## src/rtl/dna_pkg.sv

```systemverilog
// Shared definitions for the DNA word orientation path: digit encodings,
// suffix classes and the reverse-word transform selectors.
package dna_pkg;

  localparam int DIGIT_W  = 2;
  localparam int SUFFIX_W = 2 * DIGIT_W;

  localparam logic [DIGIT_W-1:0] D1 = 2'b01;
  localparam logic [DIGIT_W-1:0] D2 = 2'b10;
  localparam logic [DIGIT_W-1:0] D3 = 2'b11;
  localparam logic [DIGIT_W-1:0] D4 = 2'b00;

  localparam int REV_MODE_REVERSE    = 0;
  localparam int REV_MODE_COMPLEMENT = 1;
  localparam int REV_MODE_REVCOMP    = 2;

  localparam int N_CLASSES = 4;

  typedef enum logic [1:0] {
    FWD_OK  = 2'd0,
    FWD_PFX = 2'd1,
    REV_OK  = 2'd2,
    REV_PFX = 2'd3
  } word_class_e;

  function automatic logic class_is_rev(input word_class_e c);
    return (c == REV_OK) || (c == REV_PFX);
  endfunction

  function automatic logic class_is_pfx(input word_class_e c);
    return (c == FWD_PFX) || (c == REV_PFX);
  endfunction

endpackage

```

## src/rtl/dna_suffix_classify.sv

```systemverilog
// Priority classifier of a word's 2-digit suffix into forward/reverse and
// clean/prefix-corrupted classes.
module dna_suffix_classify
  import dna_pkg::*;
#(
  parameter logic [SUFFIX_W-1:0] SUF_FWD = 4'b0100,
  parameter logic [SUFFIX_W-1:0] SUF_REV = 4'b1011
) (
  input  logic [SUFFIX_W-1:0] i_suffix,
  output word_class_e         o_class
);

  logic [DIGIT_W-1:0] w_top_digit;

  assign w_top_digit = i_suffix[SUFFIX_W-1 -: DIGIT_W];

  // A damaged suffix whose leading digit still reads as forward-style is
  // treated as a forward word; the forward test must win over the reverse one.
  always_comb begin
    // NOTE: default assigned first so every path drives o_class; no latch.
    o_class = REV_PFX;
    if (i_suffix == SUF_FWD) begin
      o_class = FWD_OK;
    end else if ((w_top_digit == D1) || (w_top_digit == D4)) begin
      o_class = FWD_PFX;
    end else if (i_suffix == SUF_REV) begin
      o_class = REV_OK;
    end
  end

endmodule

```

## src/rtl/dna_word_orienter.sv

```systemverilog
// Two-stage valid/ready pipeline that classifies DNA words by suffix,
// re-orients reverse words to forward form and keeps saturating class counts.
module dna_word_orienter
  import dna_pkg::*;
#(
  parameter int                  N_DIGITS = 6,
  parameter logic [SUFFIX_W-1:0] SUF_FWD  = 4'b0100,
  parameter logic [SUFFIX_W-1:0] SUF_REV  = 4'b1011,
  parameter int                  REV_MODE = 2,
  parameter int                  CNT_W    = 16
) (
  input  logic                        clk,
  input  logic                        rst_n,
  input  logic                        in_valid,
  output logic                        in_ready,
  input  logic [DIGIT_W*N_DIGITS-1:0] in_word,
  output logic                        out_valid,
  input  logic                        out_ready,
  output logic [DIGIT_W*N_DIGITS-1:0] out_word,
  output logic                        out_reversed,
  output logic                        out_in_prefix,
  input  logic                        cnt_clr,
  output logic [CNT_W-1:0]            cnt_fwd_ok,
  output logic [CNT_W-1:0]            cnt_fwd_pfx,
  output logic [CNT_W-1:0]            cnt_rev_ok,
  output logic [CNT_W-1:0]            cnt_rev_pfx
);

  localparam int WORD_W = DIGIT_W * N_DIGITS;

  logic              r_s1_valid;
  logic [WORD_W-1:0] r_s1_word;
  word_class_e       r_s1_class;

  logic              r_s2_valid;
  logic [WORD_W-1:0] r_s2_word;
  logic              r_s2_rev;
  logic              r_s2_pfx;
  word_class_e       r_s2_class;

  logic [CNT_W-1:0]  r_cnt [N_CLASSES];

  word_class_e       w_in_class;
  logic              w_s1_adv;
  logic              w_s2_adv;
  logic              w_s1_rev;
  logic [WORD_W-1:0] w_reversed;
  logic [WORD_W-1:0] w_xform;
  logic [WORD_W-1:0] w_s2_word;
  logic              w_out_fire;

  dna_suffix_classify #(
    .SUF_FWD (SUF_FWD),
    .SUF_REV (SUF_REV)
  ) u_classify (
    .i_suffix (in_word[WORD_W-1 -: SUFFIX_W]),
    .o_class  (w_in_class)
  );

  // A stage may load whenever it is empty or its contents move on this edge,
  // so backpressure ripples combinationally from out_ready to in_ready.
  assign w_s2_adv   = !r_s2_valid || out_ready;
  assign w_s1_adv   = !r_s1_valid || w_s2_adv;
  assign in_ready   = w_s1_adv;
  assign w_out_fire = r_s2_valid && out_ready;

  always_comb begin
    w_reversed = '0;
    for (int k = 0; k < N_DIGITS; k++) begin
      w_reversed[DIGIT_W*(N_DIGITS-1-k) +: DIGIT_W] = r_s1_word[DIGIT_W*k +: DIGIT_W];
    end
  end

  // Per-digit complement (XOR 2'b11) is a plain bitwise inversion of the word.
  if (REV_MODE == REV_MODE_REVERSE) begin : g_mode_reverse
    assign w_xform = w_reversed;
  end else if (REV_MODE == REV_MODE_COMPLEMENT) begin : g_mode_complement
    assign w_xform = ~r_s1_word;
  end else begin : g_mode_revcomp
    assign w_xform = ~w_reversed;
  end

  assign w_s1_rev  = class_is_rev(r_s1_class);
  assign w_s2_word = w_s1_rev ? w_xform : r_s1_word;

  // NOTE: sequential state uses non-blocking assignments only, so every
  // register samples the pre-edge values of the others.
  always_ff @(posedge clk or negedge rst_n) begin
    if (!rst_n) begin
      r_s1_valid <= 1'b0;
      r_s1_word  <= '0;
      r_s1_class <= FWD_OK;
    end else if (w_s1_adv) begin
      r_s1_valid <= in_valid;
      if (in_valid) begin
        r_s1_word  <= in_word;
        r_s1_class <= w_in_class;
      end
    end
  end

  always_ff @(posedge clk or negedge rst_n) begin
    if (!rst_n) begin
      r_s2_valid <= 1'b0;
      r_s2_word  <= '0;
      r_s2_rev   <= 1'b0;
      r_s2_pfx   <= 1'b0;
      r_s2_class <= FWD_OK;
    end else if (w_s2_adv) begin
      r_s2_valid <= r_s1_valid;
      if (r_s1_valid) begin
        r_s2_word  <= w_s2_word;
        r_s2_rev   <= w_s1_rev;
        r_s2_pfx   <= class_is_pfx(r_s1_class);
        r_s2_class <= r_s1_class;
      end
    end
  end

  // Clear takes priority over a same-cycle increment; counters stick at all-ones.
  always_ff @(posedge clk or negedge rst_n) begin
    if (!rst_n) begin
      for (int i = 0; i < N_CLASSES; i++) begin
        r_cnt[i] <= '0;
      end
    end else if (cnt_clr) begin
      for (int i = 0; i < N_CLASSES; i++) begin
        r_cnt[i] <= '0;
      end
    end else if (w_out_fire && (r_cnt[r_s2_class] != '1)) begin
      r_cnt[r_s2_class] <= r_cnt[r_s2_class] + CNT_W'(1);
    end
  end

  assign out_valid     = r_s2_valid;
  assign out_word      = r_s2_word;
  assign out_reversed  = r_s2_rev;
  assign out_in_prefix = r_s2_pfx;

  assign cnt_fwd_ok  = r_cnt[FWD_OK];
  assign cnt_fwd_pfx = r_cnt[FWD_PFX];
  assign cnt_rev_ok  = r_cnt[REV_OK];
  assign cnt_rev_pfx = r_cnt[REV_PFX];

endmodule

```

## config.mk

```make
export PLATFORM = sky130hd
export DESIGN_NAME = dna_word_orienter
export DESIGN_NICKNAME = d
export VERILOG_FILES = /design/src/rtl/dna_pkg.sv /design/src/rtl/dna_suffix_classify.sv /design/src/rtl/dna_word_orienter.sv
export SDC_FILE = /design/constraint.sdc
export NUM_CORES = 1
export LEC_CHECK = 0
export CORE_UTILIZATION = 50
export CTS_CLUSTER_DIAMETER = 120
export DETAILED_ROUTE_END_ITERATION = 8
export GPL_ROUTABILITY_DRIVEN = 1
export HOLD_SLACK_MARGIN = 0.08
export PLACE_DENSITY = 0.78
export SLEW_MARGIN = 20
export SYNTH_ARGS = -nofsm -noshare
export SYNTH_HDL_FRONTEND = slang
export SYNTH_SLANG_ARGS = --single-unit
```

## constraint.sdc

```tcl
create_clock -name clk -period 3.1 [get_ports clk]
set_input_delay 0.31 -clock clk [delete_from_list [all_inputs] [get_ports clk]]
set_output_delay 0.31 -clock clk [all_outputs]
set_load 0.01 [all_outputs]
```

**Word-level counts from Yosys, hierarchy flattened**

Cells that the tools add are included.
Widths: inputs -> output; s select.

- Register bits after elaboration: 96
- Logic and storage cells: 50

- Add/sub/neg operators: 1
- $lt $le $gt $ge: 2
- Equal/unequal tests: 7
- Mux-type cells: 12
- Bitwise logic cells: 2
- Reductions and logical operators: 14

Operator list:

| kind | number |
|---|---|
| $mux 64 | 2 |
| $bwmux 64 | 1 |
| $mux 16 | 3 |
| $bmux 16 s2 | 1 |
| $demux 16 s2 | 1 |
| $add 16x1->16 const B | 1 |
| $ne 16x16->1 const B | 1 |
| $mux 12 | 1 |
| $not 12->12 | 1 |
| $logic_or 1x1->1 | 5 |
| $eq 2x1->1 const B | 2 |
| $eq 2x2->1 const B | 2 |
| $eq 4x3->1 const B | 1 |
| $eq 4x4->1 const B | 1 |
| $mux 2 | 2 |
| $reduce_and 2->1 | 2 |
| $ge 3x3->1 const B | 1 |
| $logic_and 1x1->1 | 3 |
| $lt 3x1->1 const B | 1 |
| $not 2->3 | 1 |
| $logic_not 1->1 | 2 |
| $logic_not 2->1 | 1 |
| $reduce_bool 2->1 | 1 |
| $mux 1 | 1 |

**Longest topological paths before layout**

Gate-level depths: netlist (run 1).

- Depth in word-level cells: 8
- Mapped depth: 9
- Mapped depth without buffers: 7

**Modules after synthesis**

Synthesis (run 1) repeated with hierarchy kept, for this count alone.

- Cell total of the unflattened synthesis: 374
- Area, all modules: 4639.4 um^2

By module, submodules not included:

| module | times used | cells an instance | area an instance (um^2) | sequential area each (um^2) |
|---|---|---|---|---|
| dna_word_orienter | 1 | 370 | 4608.2 | 2402.3 |
| dna_suffix_classify | 1 | 4 | 31.3 | 0.0 |

**Worst setup path before layout (run 1)**

OpenSTA, ideal clock, no wires.

- Path kind: register to register
- From: reg r_s2_class[0]
- To: reg r_cnt (netlist bit cnt_fwd_ok[10])
- Data arrival time: 2.622 ns
- Data required time: 3.006 ns
- Setup slack: 0.384 ns
- Stages on the path, launching flop included: 10
- Path buffers: 2
- Cells stage by stage: dfrtp_1 -> buf_6 -> mux4_2 -> ha_1 -> nand3_2 -> nor3_4 -> a2111oi_4 -> buf_6 -> nor2_1 -> a211oi_1

- Cells in the longest elaborated chain, start to end: 8
- Elaborated cells between the ends (all ways): 16

Ends and longest elaborated chain:

| element | RTL line | text |
|---|---|---|
| start: declaration | dna_word_orienter.sv:39 | `word_class_e r_s2_class;` |
| start signal: assignment | dna_word_orienter.sv:115 | `r_s2_class <= r_s1_class;` |
| $not 2->3 (implied by the code) (*) | dna_word_orienter.sv:130, dna_word_orienter.sv:131 |  |
| $bmux 16 s2, or another cell as far along | dna_word_orienter.sv:130, dna_word_orienter.sv:131 |  |
| $mux 16 (implied by the code) or $logic_and 1x1->1 (tied branches) | dna_word_orienter.sv:130, dna_word_orienter.sv:131 |  |
| $mux 16, on equally long branches | dna_word_orienter.sv:130, dna_word_orienter.sv:131 |  |
| $add 16x1->16 or $demux 16 s2 (tied branches) | dna_word_orienter.sv:131 | `r_cnt[r_s2_class] <= r_cnt[r_s2_class] + CNT_W'(1);` |
| $bwmux 64 | dna_word_orienter.sv:131 |  |
| $mux 64 | dna_word_orienter.sv:130 | `end else if (w_out_fire && (r_cnt[r_s2_class] != '1)) begin` |
| $mux 64 | dna_word_orienter.sv:126 | `end else if (cnt_clr) begin` |
| end signal: indexed assignment | dna_word_orienter.sv:131 |  |
| end: declaration | dna_word_orienter.sv:41 | `logic [CNT_W-1:0] r_cnt [N_CLASSES];` |

Every way passes the cells marked *; elsewhere a longest branch is shown, timed or not. The select of a mux whose other input is x is not followed.
A chain may end at the register's enable or synchronous reset.

**Worst setup path in the final report (run 1)**

- From: reg r_s2_class[0]
- To: reg r_cnt (netlist bit cnt_fwd_ok[11])

The elaborated chain is that of the path after synthesis.

==> impl_metrics.json, run 1 <==
{
  "outcome": "finished with violations",
  "failed_checks": "DRC",
  "core_um2": 8850,
  "synthCells": 395,
  "ys.flop_type": "dfrtp_1",
  "synth_cell_types": 36,
  "hold_class": "primary input to flop",
  "grt_pass1_vias": 3493,
  "post-synth-top-count-cell": "dfrtp_1",
  "startpoint_type": "flop",
  "hold_viol": 0,
  "setup_violations": 0,
  "n_antenna_cell": 0,
  "routed_wl_mm": 10.8,
  "cp.required_ns": 3.32,
  "vdd_drop_max_uv": 310,
  "async_reset_ff_share_pct": 100,
  "cpPeakStageDelay_ns": 0.63,
  "drtPass1Iterations": 6,
  "drt-initial-drc-count": 187,
  "cts_resized": 0,
  "drive_above_1_share_pct": 12.5,
  "crit_path_end_kind": "flop",
  "power_density_nw_per_um2": 530,
  "syn_area_per_cell_um2": 11.8,
  "worstHoldStart": "cnt_clr",
  "r2r_end": "cnt_fwd_ok[11]$_DFFE_PN0P_",
  "antenna_found_initial": 0,
  "critPathTopFamily": "multiplexers",
  "fmax_mhz": 366,
  "cp_slowest_cell": "mux4_2",
  "final_antenna_net_count": 0,
  "cts_buffer_depth": 2,
  "arrival_ns": 2.95,
  "gp_congestion": 0.836,
  "finalNetCount": 510,
  "p_leak_nw": 2.40,
  "worst-path-buf-inv": 1,
  "grt_usage_pct": 23.7,
  "die_h_um": 98.4,
  "std_cell_rows": 34,
  "dp_hpwl_mm": 7.71,
  "yosys.area.top_type": "dfrtp_1",
  "netlist.area_leader.share_pct": 51.7,
  "synth_area_um2": 4650,
  "grt_first_pass_wirelength_mm": 17.7,
  "port_buffers": 96,
  "cts-root-buf": "clkbuf_8",
  "viasPerCell": 5.72,
  "path_clk_slew_ns": 0.10,
  "numClockSinks": 96,
  "cp_max_fo": 23,
  "maxCapViolations": 0,
  "fin_worst_skew_ns": 0.0113,
  "synth.cells.most_frequent": "96 x dfrtp_1, 65 x nor2_1, 42 x a211oi_1, 38 x nand2_1, 26 x mux2i_1",
  "grt_overflow": 0,
  "crit_chain": "mux4_2 -> ha_1 -> nand3_2 -> nor3_4 -> a2111oi_4 -> buf_4 -> mux2i_1 -> nor2_1",
  "synth-edff-count": 0,
  "min_to": "cnt_rev_ok[1]$_DFFE_PN0P_",
  "wl_per_cell_um": 17.8,
  "initial_core_util_pct": 52.5,
  "synth_area_leaders": "dfrtp_1 52%, mux4_2 7.8%, a211oi_1 6.8%",
  "h-tree-depth": 3,
  "r2r_slack_ns": 0.37,
  "timing.final.crit_share_pct": 88.0,
  "die_w_um": 98.4,
  "worstMarginPinSlew_ns": 0.834,
  "die_area_um2": 9680,
  "yosysWarnings": 0,
  "cts_buffers": 9,
  "vias": 3458,
  "setup_tns_ns": 0,
  "whs_path_depth": 2,
  "ys_ff_latch": 96,
  "dpl_cell_area_um2": 5660,
  "min_period_ns": 2.73,
  "ys_seq_area_share_pct": 51.7,
  "fillCellCount": 715,
  "grt_max_degree": 86,
  "syn-num-nets": 413,
  "reg2reg_from": "r_s2_class[0]$_DFFE_PN0P_",
  "final_area_um2": 5880,
  "drv_slew": 0,
  "ios": 97,
  "critical_path_class": "flop to flop",
  "grt_setup_unrepaired": "no",
  "r2r_cells": 8,
  "area_growth_pct": 26.6,
  "maxSlewHeadroom_pct": 44.3,
  "cts_tree": "done",
  "clk_latency_ns": 0.37,
  "post-route-drc-count": 7
}
## power breakdown
| group | internal, mW | switching [mW] |
|---|---|---|
| logic | 0.406 | 0.408 |
| clock network | 0.315 | 0.478 |
| registers | 1.39 | 0.126 |
| total | 2.11 | 1.01 |
## worst max path at each step
| stage | slack, ns | to | start | depth (start not counted) |
|---|---|---|---|---|
| 2_1_floorplan | 0.38 | cnt_fwd_ok[10]$_DFFE_PN0P_ | r_s2_class[0]$_DFFE_PN0P_ | 9 |
| 3_3_place_gp | 0.48 | cnt_rev_ok[13]$_DFFE_PN0P_ | r_s2_class[0]$_DFFE_PN0P_ | 8 |
| 3_5_place_dp | 0.40 | cnt_rev_ok[13]$_DFFE_PN0P_ | r_s2_class[0]$_DFFE_PN0P_ | 8 |
| 4_1_cts | 0.38 | cnt_fwd_ok[11]$_DFFE_PN0P_ | r_s2_class[0]$_DFFE_PN0P_ | 8 |
| 5_1_grt | 0.26 | cnt_fwd_ok[7]$_DFFE_PN0P_ | r_s2_class[0]$_DFFE_PN0P_ | 8 |
| 6_report | 0.37 | cnt_fwd_ok[11]$_DFFE_PN0P_ | r_s2_class[0]$_DFFE_PN0P_ | 8 |
## layout make-up
class | count | area, µm² | share of cell area, %
clock buffers | 9 | 124 | 2.11
clock inverters | 7 | 75.1 | 1.28
inverters | 9 | 33.8 | 0.575
multi-input cells | 266 | 2040 | 34.7
flip-flops and latches | 96 | 2400 | 40.9
well taps | 108 | 135 | 2.30
repair buffers | 110 | 1070 | 18.2
## per-stage QoR
| step | std cells | setup WS (ns) | total power [mW] | hold slack, ns | util (%) |
|---|---|---|---|---|---|
| after floorplan | 395 | 0.384 | 1.99 | 0.0144 | - |
| after global placement | 588 | 0.476 | 2.33 | 0.472 | 64.0 |
| after detailed placement | 588 | 0.400 | 2.35 | 0.475 | 64.0 |
| after CTS | 604 | 0.376 | 3.14 | 0.162 | 66.3 |
| after global routing | 605 | 0.263 | 3.28 | 0.481 | 66.4 |
| final | 605 | 0.371 | 3.12 | 0.479 | 66.4 |
## routing by layer
metal / wire length, µm / vias up / part of all wire, % / global-route usage, %
met3: 500 / 11 / 4.6 / 4.37
met1: 4830 / 1724 / 45 / 33.5
met5: 0 / - / 0 / 0
li1: - / 1608 / - / -
met4: 146 / 0 / 1.4 / 7.35
met2: 5290 / 115 / 49 / 37.5
## sequential cells by signal, summed over array words and instances (netlist names), 2 cells and up
signal and flops:
cnt_fwd_ok 16, cnt_fwd_pfx 16, cnt_rev_ok 16, cnt_rev_pfx 16, out_word 12, r_s1_word 12
r_s1_class 2, r_s2_class 2
## cells in the final DEF, fill, tap and decap left out, types with 2 or more instances in the layout
master and count:
buf_4 14, o21ai_0 6, nor4_1 4, inv_6 3, nor2_1 65, dfrtp_1 96, o21ai_1 12, xnor2_1 7
nand3_2 2, nand2_1 38, a211oi_2 2, mux4_2 16, inv_1 9, xor2_1 7, nor3_1 2, clkbuf_8 9
nand3_1 6, clkdlybuf4s50_1 94, mux2_1 11, a211oi_1 42, clkinv_8 2, nand2b_1 3, a2111oi_4 4, mux2i_1 26
## repair_timing
item | CTS | global route
hold buffers | 0 | 1
endpoints found under the hold margin | 0 | 78
buffers inserted | 0 | 0
## kinds of logic after synthesis
family	synth area share, %
mux	16.0
buf+inv	4.34
compound gates	11.8
flops	51.7
xor+xnor	2.64
fa+ha+maj	0.269
simple gates	13.2
Note: power is estimated with default switching activity, not from simulation.
==> inputs of run 2 (changes only) <==
--- a/config.mk
+++ b/config.mk
@@ -5,6 +5,7 @@
 export SDC_FILE = /design/constraint.sdc
 export NUM_CORES = 1
 export LEC_CHECK = 0
+export CORE_MARGIN = 2
 export CORE_UTILIZATION = 50
 export CTS_CLUSTER_DIAMETER = 120
 export DETAILED_ROUTE_END_ITERATION = 8
==> run 2 against run 1 <==
  * The run now ends clean
  * Die area increased by 4.1%
  * Non-clock buffer count is 1 lower
  * Total power is 2.0% lower
  * Core utilization is 2.3 points lower
  * Wire length is 2.8% lower
  * Critical path type unchanged
  * Count of clock-buffer cells in the layout is 1 higher
  * Clock skew is 0.0055 ns higher
==> impl_metrics.json, run 2 (synthesis results as in run 1) <==
{
  "grt_overflow": 0,
  "cp_max_fo": 24,
  "antenna_found_initial": 0,
  "core_um2": 9110,
  "final_antenna_net_count": 0,
  "hold_class": "primary input to flop",
  "p_leak_nw": 2.38,
  "clk_latency_ns": 0.36,
  "dpl_cell_area_um2": 5660,
  "gp_congestion": 0.851,
  "die_h_um": 100,
  "port_buffers": 96,
  "final_area_um2": 5850,
  "routed_wl_mm": 10.5,
  "hold_viol": 0,
  "grt_pass1_vias": 3292,
  "final_cell_mix": "96 x dfrtp_1, 94 x clkdlybuf4s50_1, 65 x nor2_1, 42 x a211oi_1, 38 x nand2_1",
  "path_clk_slew_ns": 0.10,
  "grt_setup_unrepaired": "no",
  "crit_chain": "mux4_2 -> ha_1 -> nand3_2 -> nor3_4 -> a2111oi_4 -> buf_4 -> a211oi_1",
  "grt_max_degree": 82,
  "whs_path_depth": 2,
  "drive_above_1_share_pct": 12.1,
  "area_growth_pct": 25.9,
  "setup_violations": 0,
  "crit_path_end_kind": "flop",
  "h-tree-depth": 3,
  "vias": 3423,
  "finalNetCount": 509,
  "numClockSinks": 96,
  "min_period_ns": 2.79,
  "cp.required_ns": 3.36,
  "power_density_nw_per_um2": 523,
  "outcome": "finished clean",
  "timing.final.crit_share_pct": 89.9,
  "grt_usage_pct": 22.1,
  "r2r_cells": 7,
  "cts_resized": 0,
  "die_w_um": 100,
  "initial_core_util_pct": 51.0,
  "cts-root-buf": "clkbuf_8",
  "viasPerCell": 5.64,
  "post-route-drc-count": 0,
  "maxCapViolations": 0,
  "cts_tree": "done",
  "n_antenna_cell": 0,
  "setup_tns_ns": 0,
  "drt-initial-drc-count": 189,
  "startpoint_type": "flop",
  "cts_buffers": 9,
  "cts_setup_buffers": 0,
  "worstMarginPinSlew_ns": 0.803,
  "std_cell_rows": 35,
  "dp_hpwl_mm": 7.57,
  "arrival_ns": 3.05,
  "vdd_drop_max_uv": 218,
  "drtPass1Iterations": 4,
  "ios": 97,
  "fin_worst_skew_ns": 0.0168,
  "drv_slew": 0,
  "final_util_pct": 64.2,
  "fmax_mhz": 359,
  "hold_buffers": 0,
  "mostFrequentLayoutCell": "dfrtp_1",
  "die_area_um2": 10100,
  "cts_buffer_depth": 2,
  "maxSlewHeadroom_pct": 46.3,
  "cp_slowest_cell": "dfrtp_1",
  "critical_path_class": "flop to flop",
  "cpPeakStageDelay_ns": 0.68,
  "wl_per_cell_um": 17.2,
  "grt_first_pass_wirelength_mm": 17.2,
  "fillCellCount": 713
}
-- run 2: layout make-up --
type	count	area, µm²	area share [%]
clock inverters	6	42.5	0.728
inverters	9	33.8	0.578
clock buffers	10	128	2.18
multi-input cells	266	2040	34.9
flip-flops and latches	96	2400	41.1
repair buffers	109	1060	18.1
well taps	111	139	2.38
-- run 2: worst paths after layout --
path / startpoint / endpoint / slack (ns)
max in group asynchronous: rst_n / out_word[3]$_DFFE_PN0P_ / 1.80
min reg2reg: out_reversed$_DFFE_PN0P_ / out_reversed$_DFFE_PN0P_ / 0.49
min: cnt_clr / cnt_fwd_pfx[1]$_DFFE_PN0P_ / 0.47
min in group asynchronous: rst_n / cnt_rev_ok[4]$_DFFE_PN0P_ / 0.52
max: r_s2_class[1]$_DFFE_PN0P_ / cnt_rev_ok[2]$_DFFE_PN0P_ / 0.31
max reg2reg: r_s2_class[1]$_DFFE_PN0P_ / cnt_rev_ok[2]$_DFFE_PN0P_ / 0.31
-- run 2: power by group --
| group | switching (mW) | total [mW] | internal [mW] | leakage, nW |
|---|---|---|---|---|
| Sequential | 0.131 | 1.52 | 1.39 | 1.26 |
| Combinational | 0.397 | 0.802 | 0.404 | 1.04 |
| Clock | 0.444 | 0.739 | 0.295 | 0.0831 |
| Total | 0.972 | 3.06 | 2.08 | 2.38 |
-- run 2: critical path, delay by kind of cell, from the launching register on --
kind / cells / cell delay, ns
buf+inv: 1 / 0.26
simple gates: 2 / 0.63
mux: 1 / 0.39
compound gates: 2 / 0.46
flops: 1 / 0.68
fa+ha+maj: 1 / 0.27
-- run 2: metrics by stage --
step	power, mW	worst slack, ns	cells	hold slack (ns)
finish	3.06	0.312	607	0.467
global route	3.23	0.113	607	0.474
CTS	3.08	0.297	606	0.145
detailed placement	2.35	0.311	590	0.473
global placement	2.32	0.422	590	0.465
floorplan	1.99	0.384	395	0.0144
-- run 2: routing by layer --
layer  part of all wire [%]  global-route usage, %  up-vias
met2                     48                   33.9       97
li1                       -                      -     1603
met4                   0.82                   7.27        0
met5                      0                      0        -
met3                    5.2                   3.97        7
met1                     46                   32.1     1716
==> inputs of run 3 (changes only) <==
--- a/config.mk
+++ b/config.mk
@@ -5,6 +5,7 @@
 export SDC_FILE = /design/constraint.sdc
 export NUM_CORES = 1
 export LEC_CHECK = 0
+export CAP_MARGIN = 40
 export CORE_MARGIN = 2
 export CORE_UTILIZATION = 50
 export CTS_CLUSTER_DIAMETER = 120
==> run 3 against run 2 <==
  * Sequential share of layout area fell by 0.74 points
  * Non-clock buffer count is 2 higher
  * Register-to-register slack is essentially flat
  * Highest routed layer unchanged
  * Flip-flop and latch count stayed put
  * Cell area grew 1.8%
  * Wire length grew 1.7%
  * Die area is the same
  * Clock skew fell by 0.0062 ns
==> impl_metrics.json, run 3 (synthesis results as in run 1) <==
{
  "r2r_cells": 8,
  "drtPass1Iterations": 4,
  "viasPerCell": 5.68,
  "vias": 3451,
  "post-route-drc-count": 0,
  "maxCapViolations": 0,
  "wl_per_cell_um": 17.5,
  "n_antenna_cell": 0,
  "drv_slew": 0,
  "core_um2": 9110,
  "r2r_slack_ns": 0.32,
  "die_h_um": 100,
  "clk_latency_ns": 0.36,
  "power_density_nw_per_um2": 547,
  "numClockSinks": 96,
  "startpoint_type": "flop",
  "grt_overflow": 0,
  "cp_max_fo": 24,
  "cts_tree": "done",
  "maxSlewHeadroom_pct": 47.9,
  "worstMarginPinSlew_ns": 0.780,
  "std_cell_rows": 35,
  "timing.final.crit_share_pct": 89.8,
  "min_period_ns": 2.78,
  "mostFrequentLayoutCell": "dfrtp_1",
  "antenna_found_initial": 0,
  "cp_slowest_cell": "dfrtp_1",
  "setup_violations": 0,
  "critPathTopFamily": "multiplexers",
  "gp_congestion": 0.851,
  "path_clk_slew_ns": 0.09,
  "grt_setup_unrepaired": "no",
  "routed_wl_mm": 10.6,
  "cts_setup_buffers": 0,
  "hold_class": "primary input to asynchronous set/reset pin",
  "fmax_mhz": 359,
  "p_leak_nw": 2.44,
  "final_cell_mix": "96 x dfrtp_1, 94 x clkdlybuf4s50_1, 65 x nor2_1, 42 x a211oi_1, 38 x nand2_1",
  "r2r_end": "cnt_fwd_pfx[11]$_DFFE_PN0P_",
  "critical_path_class": "flop to flop",
  "grt_usage_pct": 22.4,
  "worst-path-buf-inv": 1,
  "fin_worst_skew_ns": 0.0106,
  "final_antenna_net_count": 0,
  "ios": 97,
  "cp.required_ns": 3.31,
  "cpPeakStageDelay_ns": 0.68,
  "arrival_ns": 3.00,
  "drive_above_1_share_pct": 12.5,
  "dp_hpwl_mm": 7.80,
  "cts_buffers": 9,
  "port_buffers": 96,
  "hold_viol": 0,
  "hold_buffers": 1,
  "outcome": "finished clean",
  "cts_resized": 0,
  "die_w_um": 100,
  "cts-root-buf": "clkbuf_8",
  "crit_chain": "mux4_2 -> ha_1 -> nand3_2 -> nor3_4 -> a2111oi_4 -> buf_4 -> mux2i_1 -> nor2_1",
  "grt_max_degree": 54,
  "grt_pass1_vias": 3356,
  "h-tree-depth": 3,
  "initial_core_util_pct": 51.0,
  "finalNetCount": 511,
  "grt_first_pass_wirelength_mm": 17.5,
  "vdd_drop_max_uv": 264,
  "crit_path_end_kind": "flop",
  "holdWs_ns": 0.423,
  "area_growth_pct": 28.2,
  "drt-initial-drc-count": 108,
  "setup_tns_ns": 0,
  "reg2reg_from": "r_s2_class[1]$_DFFE_PN0P_",
  "cts_buffer_depth": 2,
  "die_area_um2": 10100
}
## run 3: changes by cell type in the layout (fill, tap and decap cells not counted), sizes merged
cell,delta
inv,-2
clkinvlp,-2
clkbuf,+1
bufinv,+2
buf,+2
## run 3: worst max-delay path by stage
stage	slack, ns	depth (start not counted)	from	end
final	0.32	8	r_s2_class[1]$_DFFE_PN0P_	cnt_fwd_pfx[11]$_DFFE_PN0P_
after global routing	0.1	7	r_s2_class[1]$_DFFE_PN0P_	cnt_fwd_pfx[15]$_DFFE_PN0P_
after CTS	0.31	7	r_s2_class[1]$_DFFE_PN0P_	cnt_rev_ok[2]$_DFFE_PN0P_
after detailed placement	0.33	7	r_s2_class[1]$_DFFE_PN0P_	cnt_rev_ok[2]$_DFFE_PN0P_
after global placement	0.42	8	r_s2_class[0]$_DFFE_PN0P_	cnt_rev_ok[11]$_DFFE_PN0P_
after floorplan	0.38	9	r_s2_class[0]$_DFFE_PN0P_	cnt_fwd_ok[10]$_DFFE_PN0P_
## run 3: layer usage
layer	GRT usage, %	wire [µm]	up-vias
li1	-	-	1608
met1	31.6	4890	1718
met2	35.0	5050	113
met3	5.43	580	12
met4	6.22	121	0
met5	0	0	-
## run 3: cell type report
cell class,instances,area (µm²)
timing repair buffer,111,1110
sequential,96,2400
multi-input combinational,266,2040
fill,708,3150
inverter,9,33.8
clock buffer,11,151
tap,111,139
clock inverter,4,77.6
## run 3: where the power goes
group | total (mW) | internal, mW | switching (mW)
Combinational | 0.813 | 0.411 | 0.402
Sequential | 1.52 | 1.39 | 0.133
Clock | 0.926 | 0.497 | 0.429
## run 3: per-stage QoR
stage / cells / setup slack (ns) / util (%) / cell area, µm² / power [mW]
2_1_floorplan: 395 / 0.384 / - / 4650 / 1.99
6_report: 608 / 0.317 / 65.4 / 5950 / 3.26
3_3_place_gp: 590 / 0.422 / 62.1 / 5660 / 2.32
5_1_grt: 608 / 0.0994 / 65.4 / 5950 / 3.42
4_1_cts: 608 / 0.315 / 65.4 / 5950 / 3.28
3_5_place_dp: 592 / 0.329 / 62.7 / 5720 / 2.36
## run 3: worst reg2reg max path, cell delays in order (launching register included)
cell       delay [ns]
dfrtp_1          0.68
mux4_2           0.47
ha_1             0.30
nand3_2          0.12
nor3_4           0.10
a2111oi_4        0.33
buf_4            0.36
mux2i_1          0.24
nor2_1           0.05
==> variant 1: new RTL, flow settings as in run 2 <==
Change the parameter `CNT_W` from 16 to 14.
--- a/src/rtl/dna_word_orienter.sv
+++ b/src/rtl/dna_word_orienter.sv
@@ -9,3 +9,3 @@
   parameter int                  REV_MODE = 2,
-  parameter int                  CNT_W    = 16
+  parameter int                  CNT_W    = 14
 ) (
Ports: changed (resized cnt_fwd_ok, cnt_fwd_pfx, cnt_rev_ok and cnt_rev_pfx); port bits go from 97 to 89. The function was not compared with the original's and may differ.
==> variant 1 against run 2 <==
  * Core utilization decreased by 0.40 points
  * Sequential power shrank 6%
  * Largest cell class unchanged
  * Wire length rose by 8.2%
  * Critical path type unchanged
  * Total power is 3.3% higher
  * Cell area shrank 5.8%
  * Non-clock buffer count is 9 lower
  * Largest power group unchanged
  * Setup slack got worse by 0.079 ns
  * Critical endpoint is now cnt_rev_pfx[12]$_DFFE_PN0P_
  * Die area shrank 5.1%
  * Highest routed layer unchanged
  * Synthesized area shrank 5.3%
  * Clock power is 1% higher
  * Sequential cell count shrank 8
  * Sequential share of layout area down 1.1 points
  * Hold slack better by 0.023 ns
==> variant 1: results <==
metrics = {
    "layout": {
        "nMultiInputCombCells": 267,
        "drive_gt1_frac": 0.113,
        "layout.nets": 493,
        "seq_cells": 88,
        "n_all_buffers": 100,
        "bufAreaShareNonClock": 0.176,
        "fillers": 670,
        "clock_area_frac": 0.0325,
        "regArea_um2": 2200,
        "multi_input_area_um2": 1990,
    },
    "place": {
        "place_ws_ns": 0.0244,
        "dpl.cell_count": 571,
        "hpwl_mm": 7.53,
        "port_buffers": 88,
        "gp_congestion": 0.859,
    },
    "critical_path": {
        "critPathMaxFanout": 22,
        "worstSetupEndpoint": "cnt_rev_pfx[12]$_DFFE_PN0P_",
        "crit_arrival_ns": 3.12,
        "crit_path_start_kind": "flip-flop",
        "r2r_slack_ns": 0.23,
        "crit_path_top_delay_cell": "o41ai_4",
    },
    "grt": {
        "grt_max_degree": 89,
        "grt_pass1_wl_mm": 18.7,
        "grt_pass1_vias": 3650,
        "gr-usage-all-layers": 0.242,
    },
    "sta": {
        "relSlewSlack": 0.314,
        "fin_worst_skew_ns": 0.0114,
        "fin_crit_ns": 2.87,
    },
    "detailed_routing": {
        "drtPass1Iterations": 5,
        "wl_per_cell_um": 19.2,
        "drt-vias-per-instance": 6.44,
        "drt-initial-drc-count": 301,
        "num_vias": 3788,
    },
    "synthesis": {
        "synth_nets": 416,
        "synth.top_cells.by_area": "dfrtp_1 50%, a31oi_1 7.4%, mux4_2 7.2%",
        "ys_types": 39,
        "synth_cells": 398,
        "ys_seq_area_frac": 0.501,
        "synthTopCellsByCount": "88 x dfrtp_1, 52 x a31oi_1, 40 x a211oi_1, 39 x nand2_1, 25 x nor3_1",
    },
    "worst_hold_path": {
        "min_to": "out_in_prefix$_DFFE_PN0P_",
        "hold_class": "reg -> reg",
        "min_from": "out_in_prefix$_DFFE_PN0P_",
    },
    "power": {
        "p_leak_nw": 2.19,
    },
    "cts": {
        "clk_latency_ns": 0.36,
    },
    "run_status": {
        "outcome": "finished, final reports clean",
    },
}
variant 1: cell count changes after synthesis, sizes merged, moves of 5 or more:
cell / run 2 / this run
a31oi: 0 / 52
clkbuf: 13 / 23
dfrtp: 96 / 88
mux2i: 26 / 6
nand4: 2 / 8
nor2: 67 / 5
nor3: 3 / 26
xor2: 7 / 2
variant 1: logic make-up after synthesis:
family,Yosys count,share of synthesized area
XOR/XNOR,12,0.0239
multiplexers,31,0.113
buffers and inverters,43,0.0498
flip-flops,88,0.501
adder cells (fa/ha/maj),1,0.00284
AND/OR/NAND/NOR,102,0.127
AO/OA/AOI/OAI,121,0.183
variant 1: where the power goes:
part	leakage (nW)	switching [mW]	internal (mW)	total, mW
sequential	1.15	0.138	1.29	1.43
combinational	0.946	0.526	0.454	0.980
clock	0.0972	0.429	0.318	0.747
total	2.19	1.09	2.06	3.16
variant 1: metal layers:
layer / track usage / share of wire / vias to the layer above
met2: 0.388 / 0.50 / 200
met5: 0 / 0 / -
met4: 0.0673 / 0.012 / 0
met1: 0.335 / 0.40 / 1895
met3: 0.0558 / 0.089 / 14
li1: - / - / 1679
variant 1: critical path, delay by kind of cell, from the launching register on:
kind / cells / cell delay, ns
buffers and inverters: 2 / 0.56
AND/OR/NAND/NOR: 2 / 0.40
multiplexers: 1 / 0.32
flip-flops: 1 / 0.57
AO/OA/AOI/OAI: 2 / 0.91
variant 1: metrics by stage:
step / util / instance area (um2) / hold WS [ns]
global route: 0.638 / 5510 / 0.521
global placement: 0.615 / 5310 / 0.465
detailed placement: 0.615 / 5310 / 0.467
floorplan: - / 4400 / 0.0144
finish: 0.638 / 5510 / 0.491
CTS: 0.635 / 5490 / 0.188
==> variant 2: new RTL, config.mk and constraints of run 2 <==
Made on the original files. The 4 values of `word_class_e` get a Gray code encoding in 2 bits.
--- a/src/rtl/dna_pkg.sv
+++ b/src/rtl/dna_pkg.sv
@@ -19,6 +19,6 @@
   typedef enum logic [1:0] {
-    FWD_OK  = 2'd0,
-    FWD_PFX = 2'd1,
-    REV_OK  = 2'd2,
-    REV_PFX = 2'd3
+    FWD_OK  = 2'b00,
+    FWD_PFX = 2'b01,
+    REV_OK  = 2'b11,
+    REV_PFX = 2'b10
   } word_class_e;
Check against the original RTL: same outputs for any inputs over 4 cycles, from zero or initial values and one cycle with rst_n low; so few cycles prove little.
==> variant 2 against run 2 <==
  * Synthesized area decreased by 0.97%
  * Total power is 8.7% higher
  * Wire length is 2.6% higher
  * Cell count increased by 0.33%
  * Clock power grew 14%
  * Cell area down 0.73%
  * Setup slack better by 0.12 ns
  * Sequential cell count stayed put
==> variant 2: results <==
metrics = {
    "layout": {
        "layout.nets": 514,
        "fillers": 738,
        "drive_gt1_frac": 0.131,
    },
    "synthesis": {
        "ys_types": 37,
        "syn_avg_cell_area_um2": 11.3,
        "synthTopCellsByCount": "96 x dfrtp_1, 67 x nor2_1, 52 x a211oi_1, 39 x nand2_1, 26 x o21ai_0",
        "synth.top_cells.by_area": "dfrtp_1 52%, a211oi_1 8.5%, mux4_2 7.8%",
        "synth_xor_area_frac": 0.0283,
        "synth_nets": 426,
        "synth_compound_area_frac": 0.128,
        "synth_mux_area_frac": 0.141,
        "post_synth_fa_ha_maj_area_fraction": 0.00816,
    },
    "critical_path": {
        "crit_path_top_delay_cell": "mux4_2",
        "critPathLaunch": "r_s2_class[0]$_DFFE_PN0P_",
        "crit_arrival_ns": 2.88,
        "critPathMaxFanout": 23,
        "cpLargestDelayFamily": "multiplexers",
        "max_stage_delay_ns": 0.61,
        "reg2regPathDepth": 8,
    },
    "grt": {
        "use_met1": 0.286,
        "grtUsageMet3": 0.0383,
        "grt_pass1_wl_mm": 17.8,
        "gr-usage-all-layers": 0.226,
        "grt_pass1_vias": 3626,
        "grt_max_degree": 65,
    },
    "cts": {
        "hold_buffers": 1,
        "cts-root-buf": "clkbuf_8",
    },
    "sta": {
        "hold_slack_ns": 0.474,
        "fin_crit_ns": 2.67,
        "fin_worst_skew_ns": 0.00567,
    },
    "detailed_routing": {
        "drt-vias-per-instance": 5.76,
        "met1_length_mm": 4.48,
        "drt-initial-drc-count": 170,
        "num_vias": 3505,
        "wl_met2_mm": 5.52,
        "met3_length_um": 562,
        "wl_per_cell_um": 17.6,
    },
    "power": {
        "powerDensity_nw_per_um2": 572,
        "p_leak_nw": 2.33,
        "ir_drop_uv": 285,
    },
    "place": {
        "hpwl_mm": 7.71,
        "place_ws_ns": 0.422,
        "gp_congestion": 0.846,
        "postPlaceCellArea_um2": 5590,
        "dpl.cell_count": 593,
    },
    "run_status": {
        "outcome": "finished, final reports clean",
    },
    "worst_hold_path": {
        "min_to": "cnt_rev_pfx[9]$_DFFE_PN0P_",
    },
}
-- variant 2: cells by family after synthesis --
| family | Yosys count |
|---|---|
| AO/OA/AOI/OAI | 86 |
| XOR/XNOR | 14 |
| adder cells (fa/ha/maj) | 3 |
| buffers and inverters | 33 |
| flip-flops | 96 |
| multiplexers | 43 |
| AND/OR/NAND/NOR | 131 |
-- variant 2: area by class of cell --
type | instances | area share
Clock inverter | 4 | 0.0121
Inverter | 1 | 0.000647
Timing Repair Buffer | 109 | 0.186
Clock buffer | 11 | 0.0226
Multi-Input combinational cell | 277 | 0.341
Sequential cell | 96 | 0.414
Tap cell | 111 | 0.0239
-- variant 2: report_power, final --
part / total (mW) / leakage, nW / internal [mW] / switching (mW)
combinational: 0.941 / 0.965 / 0.478 / 0.462
sequential: 1.54 / 1.26 / 1.41 / 0.131
clock: 0.842 / 0.103 / 0.448 / 0.394
total: 3.32 / 2.33 / 2.33 / 0.987
